[src/rtl/bcd_two_digit_counter_pkg.sv]
// Shared constants for the two-digit BCD counter and its 7-segment display path.
// Segment patterns are active-low, ordered {g,f,e,d,c,b,a}.
package bcd_two_digit_counter_pkg;

  localparam logic [3:0] BCD_MAX = 4'd9;

  localparam logic [6:0] SEG_BLANK = 7'b1111111;
  localparam logic [6:0] SEG_0     = 7'b1000000;
  localparam logic [6:0] SEG_1     = 7'b1111001;
  localparam logic [6:0] SEG_2     = 7'b0100100;
  localparam logic [6:0] SEG_3     = 7'b0110000;
  localparam logic [6:0] SEG_4     = 7'b0011001;
  localparam logic [6:0] SEG_5     = 7'b0010010;
  localparam logic [6:0] SEG_6     = 7'b0000010;
  localparam logic [6:0] SEG_7     = 7'b1111000;
  localparam logic [6:0] SEG_8     = 7'b0000000;
  localparam logic [6:0] SEG_9     = 7'b0010000;

  localparam logic [1:0] AN_ONES = 2'b10;
  localparam logic [1:0] AN_TENS = 2'b01;

  // A loaded nibble outside 0..9 becomes 0 so the digits can never hold an invalid code.
  function automatic logic [3:0] bcd_sanitize(input logic [3:0] digit);
    return (digit > BCD_MAX) ? 4'd0 : digit;
  endfunction

endpackage

[src/rtl/bcd_two_digit_counter_seg7.sv]
// Combinational BCD to active-low 7-segment decoder; codes above 9 blank the digit.
module bcd_to_seg7
  import bcd_two_digit_counter_pkg::*;
(
  input  logic [3:0] digit_i,
  output logic [6:0] seg_o
);

  always_comb begin
    seg_o = SEG_BLANK;
    case (digit_i)
      4'd0:    seg_o = SEG_0;
      4'd1:    seg_o = SEG_1;
      4'd2:    seg_o = SEG_2;
      4'd3:    seg_o = SEG_3;
      4'd4:    seg_o = SEG_4;
      4'd5:    seg_o = SEG_5;
      4'd6:    seg_o = SEG_6;
      4'd7:    seg_o = SEG_7;
      4'd8:    seg_o = SEG_8;
      4'd9:    seg_o = SEG_9;
      default: seg_o = SEG_BLANK;
    endcase
  end

endmodule

[src/rtl/bcd_two_digit_counter.sv]
// Two-digit BCD up/down counter stepped by rising edges of tick_in, with load,
// wrap carry and a time-multiplexed active-low two-digit display.
module bcd_two_digit_counter
  import bcd_two_digit_counter_pkg::*;
#(
  parameter int SCAN_DIV = 50000,
  parameter int SCAN_W   = 16
) (
  input  logic       clkin,
  input  logic       clr,
  input  logic       tick_in,
  input  logic       en,
  input  logic       up,
  input  logic       load,
  input  logic [7:0] load_val,
  output logic [3:0] tens,
  output logic [3:0] ones,
  output logic       carry,
  output logic [6:0] seg,
  output logic [1:0] an
);

  localparam logic [SCAN_W-1:0] SCAN_LAST = SCAN_W'(SCAN_DIV - 1);

  logic              tick_dly_q;
  logic              step;
  logic [3:0]        tens_q, tens_d;
  logic [3:0]        ones_q, ones_d;
  logic              carry_q, carry_d;
  logic [SCAN_W-1:0] scan_q, scan_d;
  logic              sel_q, sel_d;
  logic [6:0]        seg_q;
  logic [1:0]        an_q;
  logic [3:0]        disp_digit;
  logic [6:0]        disp_seg;

  assign step = tick_in & ~tick_dly_q;

  always_comb begin
    tens_d  = tens_q;
    ones_d  = ones_q;
    carry_d = 1'b0;
    if (load) begin
      tens_d = bcd_sanitize(load_val[7:4]);
      ones_d = bcd_sanitize(load_val[3:0]);
    end else if (step && en) begin
      if (up) begin
        if (ones_q < BCD_MAX) begin
          ones_d = ones_q + 4'd1;
        end else begin
          ones_d = 4'd0;
          if (tens_q < BCD_MAX) begin
            tens_d = tens_q + 4'd1;
          end else begin
            tens_d  = 4'd0;
            carry_d = 1'b1;
          end
        end
      end else begin
        if (ones_q != 4'd0) begin
          ones_d = ones_q - 4'd1;
        end else begin
          ones_d = BCD_MAX;
          if (tens_q != 4'd0) begin
            tens_d = tens_q - 4'd1;
          end else begin
            tens_d  = BCD_MAX;
            carry_d = 1'b1;
          end
        end
      end
    end
  end

  always_comb begin
    scan_d = scan_q + SCAN_W'(1);
    sel_d  = sel_q;
    if (scan_q == SCAN_LAST) begin
      scan_d = '0;
      sel_d  = ~sel_q;
    end
  end

  // Decode from next-state digit/select so the registered an and seg always agree.
  assign disp_digit = sel_d ? tens_d : ones_d;

  bcd_to_seg7 u_seg7 (
    .digit_i (disp_digit),
    .seg_o   (disp_seg)
  );

  always_ff @(posedge clkin) begin
    if (clr) begin
      tick_dly_q <= 1'b0;
      tens_q     <= 4'd0;
      ones_q     <= 4'd0;
      carry_q    <= 1'b0;
      scan_q     <= '0;
      sel_q      <= 1'b0;
      seg_q      <= SEG_0;
      an_q       <= AN_ONES;
    end else begin
      tick_dly_q <= tick_in;
      tens_q     <= tens_d;
      ones_q     <= ones_d;
      carry_q    <= carry_d;
      scan_q     <= scan_d;
      sel_q      <= sel_d;
      seg_q      <= disp_seg;
      an_q       <= sel_d ? AN_TENS : AN_ONES;
    end
  end

  assign tens  = tens_q;
  assign ones  = ones_q;
  assign carry = carry_q;
  assign seg   = seg_q;
  assign an    = an_q;

endmodule

[config.mk]
export PLATFORM = sky130hd
export DESIGN_NAME = bcd_two_digit_counter
export DESIGN_NICKNAME = d
export VERILOG_FILES = /design/src/rtl/bcd_two_digit_counter_pkg.sv /design/src/rtl/bcd_two_digit_counter_seg7.sv /design/src/rtl/bcd_two_digit_counter.sv
export SDC_FILE = /design/constraint.sdc
export NUM_CORES = 1
export LEC_CHECK = 0
export CAP_MARGIN = 5
export CORE_AREA = 2 2 87 89
export CTS_CLUSTER_SIZE = 40
export DETAILED_ROUTE_END_ITERATION = 8
export DIE_AREA = 0 0 89 91
export PLACE_DENSITY = 0.58
export SYNTH_ARGS = -nofsm -noshare
export SYNTH_HDL_FRONTEND = slang
export SYNTH_HIERARCHICAL = 1
export SYNTH_SLANG_ARGS = --single-unit
[constraint.sdc]
create_clock -name clkin -period 3.66 [get_ports clkin]
set_input_delay 0.549 -clock clkin [delete_from_list [all_inputs] [get_ports clkin]]
set_output_delay 0.549 -clock clkin [all_outputs]
set_load 0.005 [all_outputs]
# Word-level counts from Yosys, hierarchy flattened

Memory sizes are Yosys's and may differ from the RTL's. A register that Yosys moved wholly into a read port is not among the register bits.
Cells that the tools add are included.

Magnitude comparators: 4
Mux-type cells: 22
Shift operators: 0
Divide/modulo/power cells: 0
Bitwise operators: 4
Reduce and logical (&&, ||, !) cells: 5
Equality and inequality tests: 1
Add/subtract/negate cells: 5
Multiply operators: 0

Operators with widths:

| cell                                               | count |
|---|---|
| two-way mux 4 bit                                  | 15 |
| adder 16 x 1 -> 16 bit (second input constant)     | 1 |
| == test 16 bit (second input constant)             | 1 |
| adder 4 x 1 -> 4 bit (second input constant)       | 2 |
| > comparator 4 bit (second input constant)         | 2 |
| less-than comparator 4 bit (second input constant) | 2 |
| nonzero test 4 bit                                 | 2 |
| subtractor 4 x 1 -> 4 bit (second input constant)  | 2 |
| two-way mux 1 bit                                  | 6 |
| NOT 1 bit                                          | 3 |
| OR reduction 3 bit                                 | 1 |
| two-way mux 2 bit                                  | 1 |
| OR reduction 2 bit                                 | 1 |
| AND 1 bit                                          | 1 |
| logical AND 1 bit                                  | 1 |

Output and inout bits: 18
ROM bits: 112
Memories: 1
Word-level logic and storage cells: 49
RAM bits: 0
Latch bits: 0
Register bits: 29

Memory list:

| name             | depth | bits a word | rd ports | clocked after memory_dff | wr ports | RTL line                         | source |
|---|---|---|---|---|---|---|---|
| (name not given) | 16    | 7           | 1        | 1                        | 0        | bcd_two_digit_counter_seg7.sv:11 | `case (digit_i)` |

# Depth between registers and ports, before layout

Depth after elaboration: 7
Gate-level depth with buffers: 14
Gate-level depth less buffers: 13

# By module

Netlist, hierarchy kept.

By module, submodules not included:

| module                | sequential area each (µm²) | area an instance (µm²) | instances | cells an instance |
|---|---|---|---|---|
| bcd_two_digit_counter | 700.7                      | 1,886.8                | 1         | 227 |
| bcd_to_seg7           | 0.0                        | 210.2                  | 1         | 33 |

# Worst setup path before layout

OpenSTA, ideal clock, no wires.

Kind: register to register
Start: reg ones_q[0] (netlist: ones[0])
End: reg seg_q[1] (netlist: seg[1])
Setup time: 0.128 ns
Path buffers: 1
Arrival: 2.669 ns
Required time: 3.532 ns
Setup slack: 0.863 ns
Stages on the path, launching flop included: 14
Cells stage by stage: dfxtp_1 -> inv_1 -> ha_1 -> clkbuf_1 -> nor2b_1 -> nor3_1 -> a211oi_1 -> o41ai_1 -> mux2_1 -> inv_1 -> ha_1 -> o21ai_0 -> o21ai_0 -> nor2b_1

Word-level cells in the longest chain between the ends: 6
Elaborated cells on any way between the ends: 15
Classes of those cells: add/sub: 2; order compare: 1; mux: 11; reduce/logical: 1

Ends and longest elaborated chain:

| element                                           | RTL line                                                 | source |
|---|---|---|
| start: declaration                                | bcd_two_digit_counter.sv:28                              | `logic [3:0] ones_q, ones_d;` |
| start signal: assignment                          | bcd_two_digit_counter.sv:105                             | `ones_q <= ones_d;` |
| subtractor 4 x 1 -> 4 bit (tied with other cells) | bcd_two_digit_counter.sv:61                              | `ones_d = ones_q - 4'd1;` |
| two-way mux 4 bit (on tied branches)              | bcd_two_digit_counter.sv:60, bcd_two_digit_counter.sv:48 |  |
| two-way mux 4 bit                                 | bcd_two_digit_counter.sv:47                              | `if (up) begin` |
| two-way mux 4 bit                                 | bcd_two_digit_counter.sv:46                              | `end else if (step && en) begin` |
| two-way mux 4 bit                                 | bcd_two_digit_counter.sv:43                              | `if (load) begin` |
| two-way mux 4 bit (*)                             | bcd_two_digit_counter.sv:85                              | `assign disp_digit = sel_d ? tens_d : ones_d;` |
| named net disp_digit[0]                           | bcd_two_digit_counter.sv:34                              | `logic [3:0] disp_digit;` |
| end: declaration                                  | bcd_two_digit_counter.sv:32                              | `logic [6:0] seg_q;` |

Mark *: on every way through the listed nets, which the timed path passes. The rest lies on a longest branch.
A chain may end at the register's enable or synchronous reset.

# Worst setup path after layout

Start: in up
End: reg seg_q[3] (netlist: seg[3])

Word-level cells in the longest chain between the ends: 4
Elaborated cells on any way between the ends: 7
Classes of those cells: mux: 7

Ends and longest elaborated chain:

| element                 | RTL line                    | source |
|---|---|---|
| start: declaration      | bcd_two_digit_counter.sv:13 | `input logic up,` |
| two-way mux 4 bit       | bcd_two_digit_counter.sv:47 |  |
| two-way mux 4 bit       | bcd_two_digit_counter.sv:46 |  |
| two-way mux 4 bit       | bcd_two_digit_counter.sv:43 |  |
| two-way mux 4 bit (*)   | bcd_two_digit_counter.sv:85 |  |
| named net disp_digit[1] | bcd_two_digit_counter.sv:34 |  |

Marked as above.

==> flow_metrics.tcl <==
set metrics [dict create \
    fillerInstances 765 \
    cp_max_fo 7 \
    die_area_um2 8100 \
    synth-seq-area-share_pct 33.4 \
    slowest_delay_ps 530 \
    drt_wl_total_um 4850 \
    final_hold_viol_count 0 \
    syn_area_um2 2100 \
    cts_tree "done" \
    yosysWarnings 6 \
    num_io_pins 32 \
    wire_per_inst_um 12.4 \
    grt_pass1_vias 1747 \
    rsz0062_at_grt "false" \
    htree_num_levels 2 \
    seq_area_um2 701 \
    core-area_um2 7140 \
    min_period_over_period_pct 84.5 \
    floorplan.initialDensity_pct 29.4 \
    place_hpwl_um 3630 \
    portBuffers 31 \
    hold_end "scan_q[0]" \
    critPathSlowestCell "clkdlybuf4s50_1" \
    ys.flop_type "dfxtp_1" \
    globalRouteOverflowTotal 0 \
    crit_chain "clkdlybuf4s50_1 > nor4b_2 > a21boi_0 > a32oi_1 > o221ai_1 > mux2_1 > inv_1 > ha_1 > or2_1 > a21oi_2 > a31oi_1 > nor2b_1" \
    async_flop_share_pct 0 \
    final_net_count 317 \
    drive_above_1_share_pct 7.17 \
    rr_endpoint "seg[3]" \
    synthTopCellsByCount "dfxtp_1, nor2_1, inv_1" \
    grt_antenna_before_repair 0 \
    holdWs_ps 486 \
    yosysTopAreaCell "dfxtp_1" \
    min_from "scan_q[0]" \
    synth.area.mux_share_pct 2.57 \
    num_vias 1858 \
    cap_violations 0 \
    antenna_cells 0 \
    tightestPinTransition_ps 591 \
    post_cts_resized 0 \
    netlist.area_leader.share_pct 33.4 \
    synthSimpleGateAreaFrac_pct 28.0 \
    rrSetupSlack_ps 570 \
    fin_crit_ps 3090 \
    synthAdderAreaFrac_pct 6.56 \
    hold_depth 1 \
    grt_util_all_layers_pct 12.4 \
    cts.sinks 35 \
    power_density_nw_per_um2 378 \
    max_freq_mhz 323 \
    drtAntennaViolNets 0 \
    peakVddDrop_uv 405 \
    gp_congestion 0.821 \
    synth-edff-count 0 \
    yosys.cell_types.count 54 \
    finClkSkew_ps 5.36 \
    p_leak_uw 0.000988 \
    clock_path_buffers 2 \
    fin_cells 392 \
    synth_top_family_by_area "simple AND/OR/NAND/NOR gates" \
    path_clk_slew_ps 70 \
    clk-insertion-delay-late_ps 280 \
    die_h_um 91 \
    clockRootBuffer "clkbuf_8" \
    synth-seq-cells 35 \
    cts_hold_buf 0 \
    area_growth_syn_to_layout_pct 26.5 \
    startpoint_type "input pin" \
    worstHoldPathType "flip-flop to flip-flop" \
    arrival_ps 3260 \
    slew_violations 0 \
    cp-end-kind "flip-flop" \
    run_status "completed" \
    grt_max_degree 21 \
    multi_input_area_um2 1260 \
    p_total_uw 1000 \
    syn_area_per_cell_um2 8.07 \
    synth_nets 285 \
    synth_compound_area_share_pct 16.6 \
    setup_tns_ps 0 \
    dr.first_iter.drc_count 87 \
    crit_type "input pin to flip-flop" \
    rows 31 \
    drc 0 \
    reg2reg_from "ones[0]" \
    setup_violations 0 \
    crit_required_ps 3830 \
    placed_cells 384 \
    synthTopCellsByArea "dfxtp_1, ha_1, nor2_1, nor2b_1, o21ai_0" \
    first_pass_iters 4 \
    viasPerCell 4.74 \
    slew_headroom_pct 60.6 \
    fp.dieW_um 89 \
    synthCells 260 \
    grt_pass1_wl_um 8070 \
    rr_worst_depth 13 \
    synth_xor_area_share_pct 6.62 \
    postCtsSetupRepairBufs 0 \
    cts_buffers 5 \
    crit_path_start "up" \
]
[stage by stage]
stage                     cell area, µm²  util [%]  worst slack, ps
final                               2650      37.2              568
after global routing                2650      37.2              201
after CTS                           2650      37.2              549
after detailed placement            2520      35.3              273
after global placement              2520      35.3              353
after floorplan                     2100         -              863
[report_power, final]
| part | internal, µW | switching [µW] | total [µW] |
|---|---|---|---|
| Combinational | 90.2 | 87.9 | 178 |
| Sequential | 397 | 16.8 | 414 |
| Clock | 272 | 139 | 411 |
| Total | 760 | 243 | 1000 |
[area by class of cell]
type	count	area share (%)
Inverter	18	2.55
Clock buffer	6	2.74
Clock inverter	2	2.26
Sequential cell	35	26.4
Tap cell	99	4.67
Multi-Input combinational cell	194	47.7
Timing Repair Buffer	38	13.7
[sequential cells by signal (all words and copies together), names as in the netlist]
name        flops
an              2
seg             7
tens            4
carry           1
scan_q         16
ones            4
tick_dly_q      1
[worst max-delay path, delay by kind of cell]
| kind | cells | cell delay [ps] |
|---|---|---|
| adders and majority gates | 1 | 180 |
| AOI/OAI and AO/OA | 5 | 810 |
| muxes | 1 | 270 |
| buffers and inverters | 2 | 650 |
| and+or+nand+nor | 3 | 810 |
[metal layers]
layer  vias to the layer above  wire length, µm  GRT usage [%]
li1                        963                -              -
met1                       854             2400           17.5
met2                        39             2240           19.0
met3                         2              174           2.55
met4                         0               34           3.61
met5                         -                0              0
[cell usage in the layout (no fill, tap or decap), types with 3 or more instances in the layout]
master	netlist	layout
nor4_1	3	3
dfxtp_1	35	35
nand2_1	15	15
xnor2_1	8	8
a21oi_1	9	9
o21ai_0	14	14
mux2_1	3	3
or2_2	3	3
inv_1	18	18
nand2b_1	8	8
a311oi_1	3	3
xor2_1	6	6
clkbuf_8	0	5
buf_4	1	7
nand4_1	3	3
nor3_1	7	7
nor2b_1	16	16
nor2_1	35	35
clkdlybuf4s50_1	0	31
ha_1	11	11
nand3_1	8	8
o31ai_1	5	5
a31oi_1	3	3
[kinds of logic (layout without fill, tap and decap cells)]
logic type | count (synthesis) | in the layout
xor gates and xnor gates | 15 | 15
buffers and inverters | 31 | 64
DFF | 35 | 35
and+or+nand+nor | 112 | 112
muxes | 5 | 5
AOI/OAI and AO/OA | 51 | 51
adders and majority gates | 11 | 11
[worst max path at each step]
stage | to | slack, ps | depth (start not counted)
finish | seg[3] | 570 | 12
detailed placement | seg[3] | 270 | 12
floorplan | seg[1] | 860 | 13
CTS | seg[3] | 550 | 13
global placement | seg[6] | 350 | 9
global route | seg[3] | 200 | 13
No activity file was read; power rests on OpenSTA's default activity.
